[src/rtl/fetch_queue.sv]
// Dual-slot instruction fetch queue: up to two words in and two words out per cycle,
// stored in program order in a circular buffer of DEPTH entries.
module fetch_queue #(
  parameter int DEPTH = 8,
  parameter int PTR_W = 3
) (
  input  logic                 clk,
  input  logic                 resetn,
  input  logic                 flush,
  input  logic [1:0]           in_valid,
  input  logic [1:0][31:0]     in_pc,
  input  logic [1:0][31:0]     in_instr,
  output logic                 in_ready,
  output logic [1:0]           out_hit,
  output logic [1:0][31:0]     out_pc,
  output logic [1:0][31:0]     out_instr,
  input  logic                 out_accept,
  output logic [PTR_W:0]       count,
  output logic                 err_ovf
);

  // Handshake: a write happens only in a cycle where in_valid!=0 and in_ready=1;
  // in_ready promises room for two words. On the read side every slot flagged in
  // out_hit is consumed in a cycle with out_accept=1. Slot [1] is always the older.
  localparam int CNT_W = PTR_W + 1;
  localparam logic [CNT_W-1:0] READY_MAX = CNT_W'(DEPTH - 2);

  logic [31:0]      mem_pc    [DEPTH];
  logic [31:0]      mem_instr [DEPTH];
  logic [PTR_W-1:0] head;
  logic [PTR_W-1:0] tail;
  logic [PTR_W-1:0] head_p1;
  logic [PTR_W-1:0] tail_y;
  logic [1:0]       n_enq;
  logic [1:0]       n_deq;
  logic             do_enq;

  assign in_ready = (count <= READY_MAX);
  assign do_enq   = in_ready && !flush;
  assign n_enq    = do_enq ? ({1'b0, in_valid[1]} + {1'b0, in_valid[0]}) : 2'd0;
  assign n_deq    = out_accept ? ({1'b0, out_hit[1]} + {1'b0, out_hit[0]}) : 2'd0;

  assign head_p1  = head + PTR_W'(1);
  // The younger word lands right behind the older one only when the older slot is present.
  assign tail_y   = tail + PTR_W'(in_valid[1]);

  assign out_hit[1] = (count >= CNT_W'(1));
  assign out_hit[0] = (count >= CNT_W'(2));

  always_comb begin
    out_pc    = '0;
    out_instr = '0;
    if (out_hit[1]) begin
      out_pc[1]    = mem_pc[head];
      out_instr[1] = mem_instr[head];
    end
    if (out_hit[0]) begin
      out_pc[0]    = mem_pc[head_p1];
      out_instr[0] = mem_instr[head_p1];
    end
  end

  always_ff @(posedge clk or negedge resetn) begin
    if (!resetn) begin
      head    <= '0;
      tail    <= '0;
      count   <= '0;
      err_ovf <= 1'b0;
      for (int i = 0; i < DEPTH; i++) begin
        mem_pc[i]    <= '0;
        mem_instr[i] <= '0;
      end
    end else if (flush) begin
      head  <= '0;
      tail  <= '0;
      count <= '0;
    end else begin
      if (do_enq && in_valid[1]) begin
        mem_pc[tail]    <= in_pc[1];
        mem_instr[tail] <= in_instr[1];
      end
      if (do_enq && in_valid[0]) begin
        mem_pc[tail_y]    <= in_pc[0];
        mem_instr[tail_y] <= in_instr[0];
      end
      if (!in_ready && (in_valid != 2'b00)) begin
        err_ovf <= 1'b1;
      end
      tail  <= tail + PTR_W'(n_enq);
      head  <= head + PTR_W'(n_deq);
      count <= count + CNT_W'(n_enq) - CNT_W'(n_deq);
    end
  end

endmodule

[config.mk]
export PLATFORM = sky130hd
export DESIGN_NAME = fetch_queue
export DESIGN_NICKNAME = d
export VERILOG_FILES = /design/src/rtl/fetch_queue.sv
export SDC_FILE = /design/constraint.sdc
export NUM_CORES = 1
export LEC_CHECK = 0
export BUFFER_PORTS_ARGS = -buffer_cell sky130_fd_sc_hd__buf_4
export CORE_AREA = 2 2 252 254
export DETAILED_ROUTE_END_ITERATION = 16
export DIE_AREA = 0 0 254 256
export MAX_ROUTING_LAYER = met4
export PLACE_DENSITY_LB_ADDON = 0.3
export SLEW_MARGIN = 20
export SYNTH_ARGS = -nofsm -noshare
export SYNTH_HDL_FRONTEND = slang
export SYNTH_SLANG_ARGS = --single-unit
export TNS_END_PERCENT = 5
[constraint.sdc]
create_clock -name clk -period 5.9 [get_ports clk]
set_input_delay 0.295 -clock clk [delete_from_list [all_inputs] [get_ports clk]]
set_output_delay 0.295 -clock clk [all_outputs]
set_load 0.01 [all_outputs]
==> flow_summary.yaml <==
pwr:
  leakagePower_nw: 13.7
  finalPower_mw: 19.6
  p_clk_share_pct: 19.4
  combPwrFrac_pct: 49.5
  swShare_pct: 38.6
  seqPwrFrac_pct: 31.1
  peakVddDrop_mv: 0.325
  p_per_area_mw_per_mm2: 553
  internal_power_mw: 12.0
  p_sw_mw: 7.57
cts:
  clock_sinks: 523
  cts_buffers: 57
  clock_path_buffers: 3
  cts-root-buf: "clkbuf_16"
  htreeDepth: 2
  cts_setup_buffers: 0
  tritoncts: "done"
  clkLatencyLatePin_ps: 660
  clk_pin_slew_ps: 60
synth:
  ys.flop_type: "dfrtp_1"
  syn_nets: 2987
  synth_area_leaders: "dfrtp_1 42%, mux4_2 19%, o221ai_1 14%, o21ai_0 7.8%, nand2_1 3.2%"
  synthXorXnorAreaFrac_pct: 0.227
  synth_edf_count: 0
  synth_compound_area_share_pct: 24.4
  yosysSeqAreaShare_pct: 42.3
  yosysTopAreaCellShare_pct: 42.3
  ys_types: 39
  synth-simple-area-share_pct: 6.36
  synth_top_family_by_area: "compound AO/OA/AOI/OAI gates"
  syn_avg_cell_area_um2: 10.9
  synth.largest_area_cell: "dfrtp_1"
  mappedNetlistArea_mm2: 0.0309
  syn-instance-count: 2834
  async_reset_ff_share_pct: 100
  synth-seq-cells: 523
  synthAdderAreaFrac_pct: 0.866
  synth_mux_area_share_pct: 20.7
  yosys_warnings: 0
floorplanning:
  core_area_mm2: 0.0624
  chipHeight_um: 256
  num_rows: 92
  die_x_um: 254
  die_area_mm2: 0.0650
  ios: 270
  start_util_pct: 49.6
outcome:
  status: "finished, final reports clean"
global_route:
  grt.overflow.total: 0
  grt_max_degree: 182
  antenna_found_initial: 0
  grt_usage_pct: 35.4
  grt_pass1_vias: 28500
  grt_pass1_wl_mm: 172
drt:
  ant_nets: 0
  routed_wl_mm: 112
  drc: 0
  wl_per_cell_um: 29.7
  routed_via_density: 7.41
  drt_iter0_drc: 3303
  dr.pass1.iters: 6
  routed-via-count: 28100
timing:
  final_max_slew_viol_count: 0
  setup-tns-final_ps: 0
  whs_ps: 22.2
  worst_slack_ps: 1920
  worst_slew_pin_slew_ps: 1130
  setup_viol_count_final: 0
  slew_headroom_pct: 24.9
  fin_crit_sh_pct: 67.5
  fmax_mhz: 251
  rsz0062_at_grt: "false"
  fin_skew_ps: 51.7
  finalCriticalPeriod_ps: 3980
  hold_viol: 0
cells_and_area:
  multi_input_area_mm2: 0.0164
  regArea_mm2: 0.0131
  nFillCells: 5252
  layout-drive-gt1-share_pct: 24.0
  syn_to_final_growth_pct: 14.6
  nNetsFinal: 3052
  fin_util_pct: 56.8
placement:
  pre_cts_ws_ps: 2190
  dp_hpwl_mm: 61.7
  gp_congestion: 0.860
  numPortBuffers: 269
critical_path:
  crit_buf_inv: 2
  critical_path_class: "reg2out"
  crit_family: "flip-flops"
  arrival_ps: 3690
  cp_data_required_time_ps: 5610
  cp_cell_sequence: "xor2_4 -> buf_12 -> nand2_1 -> a21oi_1 -> buf_4"
  worstSetupStartpointType: "flip-flop"
  slowest_delay_ps: 980
  cp_slowest_cell: "dfrtp_4"
  path_max_fanout: 43
  end_kind: "primary output"
flow_run:
  maxCapViolCount: 0
hold_path:
  min_path_type: "in2reg"
-- power by group through the flow --
stage | registers (mW) | clock network [mW] | logic, mW
2_1_floorplan | 5.67 | 0 | 6.45
3_3_place_gp | 5.92 | 0 | 9.36
3_5_place_dp | 6.11 | 0 | 9.57
4_1_cts | 6.05 | 3.82 | 9.62
5_1_grt | 6.24 | 3.98 | 10.4
6_report | 6.10 | 3.80 | 9.69
-- worst paths after layout --
path	slack, ps	cells after the start	from	to
max	1920	5	head[2]	out_pc[31]
min	20	3	in_instr[15]	mem_instr[239]
max reg2reg	2070	7	count[3]	mem_instr[167]
min reg2reg	480	2	err_ovf	err_ovf
max in group asynchronous	4220	3	resetn	mem_instr[186]
min in group asynchronous	260	2	resetn	mem_instr[71]
-- Yosys cell counts (all sizes together), types with 2 or more instances --
cell type    n
mux4       256
buf        198
xnor2        4
inv         19
o211ai       2
nor2b        5
o21ai      514
nor2       198
nand4        9
a21oi       72
a211o        3
o221ai     512
mux2i       64
nor4bb       3
xor2         4
dfrtp      523
clkbuf     148
fa           4
nand4bb      3
ha          15
and2         5
nand2      260
nand4b       3
-- final cells by class --
cell class,count,area share [%]
antenna,1,0.00706
clock buffer,85,4.91
clock inverter,20,0.727
inverter,19,0.201
multi-input combinational,1946,46.2
sequential,523,37.0
tap,846,2.99
timing repair buffer,352,8.06
-- state kept, by name (all words and copies together) (netlist names) --
| register | cells |
|---|---|
| tail | 3 |
| mem_instr | 256 |
| head | 3 |
| count | 4 |
| mem_pc | 256 |
| err_ovf | 1 |
-- through the flow --
stage | std cells | area, µm²
after floorplan | 2834 | 30900
after CTS | 3788 | 35400
after detailed placement | 3663 | 33200
after global routing | 3791 | 35400
final | 3792 | 35400
after global placement | 3662 | 33200
-- placed cells by master, fill, tap and decap left out, types with 3 or more instances in the layout --
| cell | Yosys | final |
|---|---|---|
| and2_2 | 0 | 3 |
| mux2i_1 | 64 | 64 |
| dlygate4sd3_1 | 0 | 20 |
| mux4_2 | 256 | 256 |
| nor2b_1 | 5 | 4 |
| clkinvlp_4 | 0 | 4 |
| clkbuf_8 | 0 | 21 |
| dfrtp_1 | 523 | 520 |
| fa_1 | 4 | 4 |
| nand4b_1 | 3 | 3 |
| nor4bb_1 | 3 | 3 |
| o221ai_1 | 512 | 512 |
| clkbuf_16 | 0 | 57 |
| nand4_1 | 9 | 9 |
| nand4bb_1 | 3 | 3 |
| xor2_1 | 4 | 3 |
| o21ai_0 | 485 | 485 |
| inv_1 | 19 | 19 |
| a21oi_4 | 1 | 7 |
| xnor2_1 | 4 | 3 |
| ha_1 | 15 | 14 |
| nand2_1 | 260 | 260 |
| a21oi_1 | 65 | 65 |
| o21ai_1 | 29 | 29 |
| buf_12 | 0 | 11 |
| buf_4 | 2 | 319 |
| dfrtp_4 | 0 | 3 |
| clkbuf_1 | 148 | 7 |
| bufinv_16 | 0 | 4 |
| nor2_1 | 198 | 198 |
| clkinv_2 | 0 | 8 |
-- cells by family after synthesis --
| logic type | Yosys count |
|---|---|
| fa+ha+maj | 19 |
| xor+xnor | 8 |
| compound gates | 1108 |
| simple gates | 491 |
| buf+inv | 365 |
| mux | 320 |
| flops | 523 |
-- worst register-to-register path, cell delays in order, from the launching register on --
cell,delay (ps)
dfrtp_1,430
inv_1,130
ha_1,280
nand4bb_1,820
a21oi_4,740
buf_4,930
o221ai_1,250
o21ai_0,150
-- what timing repair did --
action	CTS	global route
hold buffers	20	0
resized for setup	0	0
hold endpoints to repair	124	0
-- metal layers --
layer	routed length, µm	vias up	track usage, %
met2	50800	2217	51.6
met3	14600	485	9.08
li1	-	11400	-
met5	0	-	-
met4	6490	0	18.5
met1	40600	14000	45.8
(Power assumes the default switching activity.)
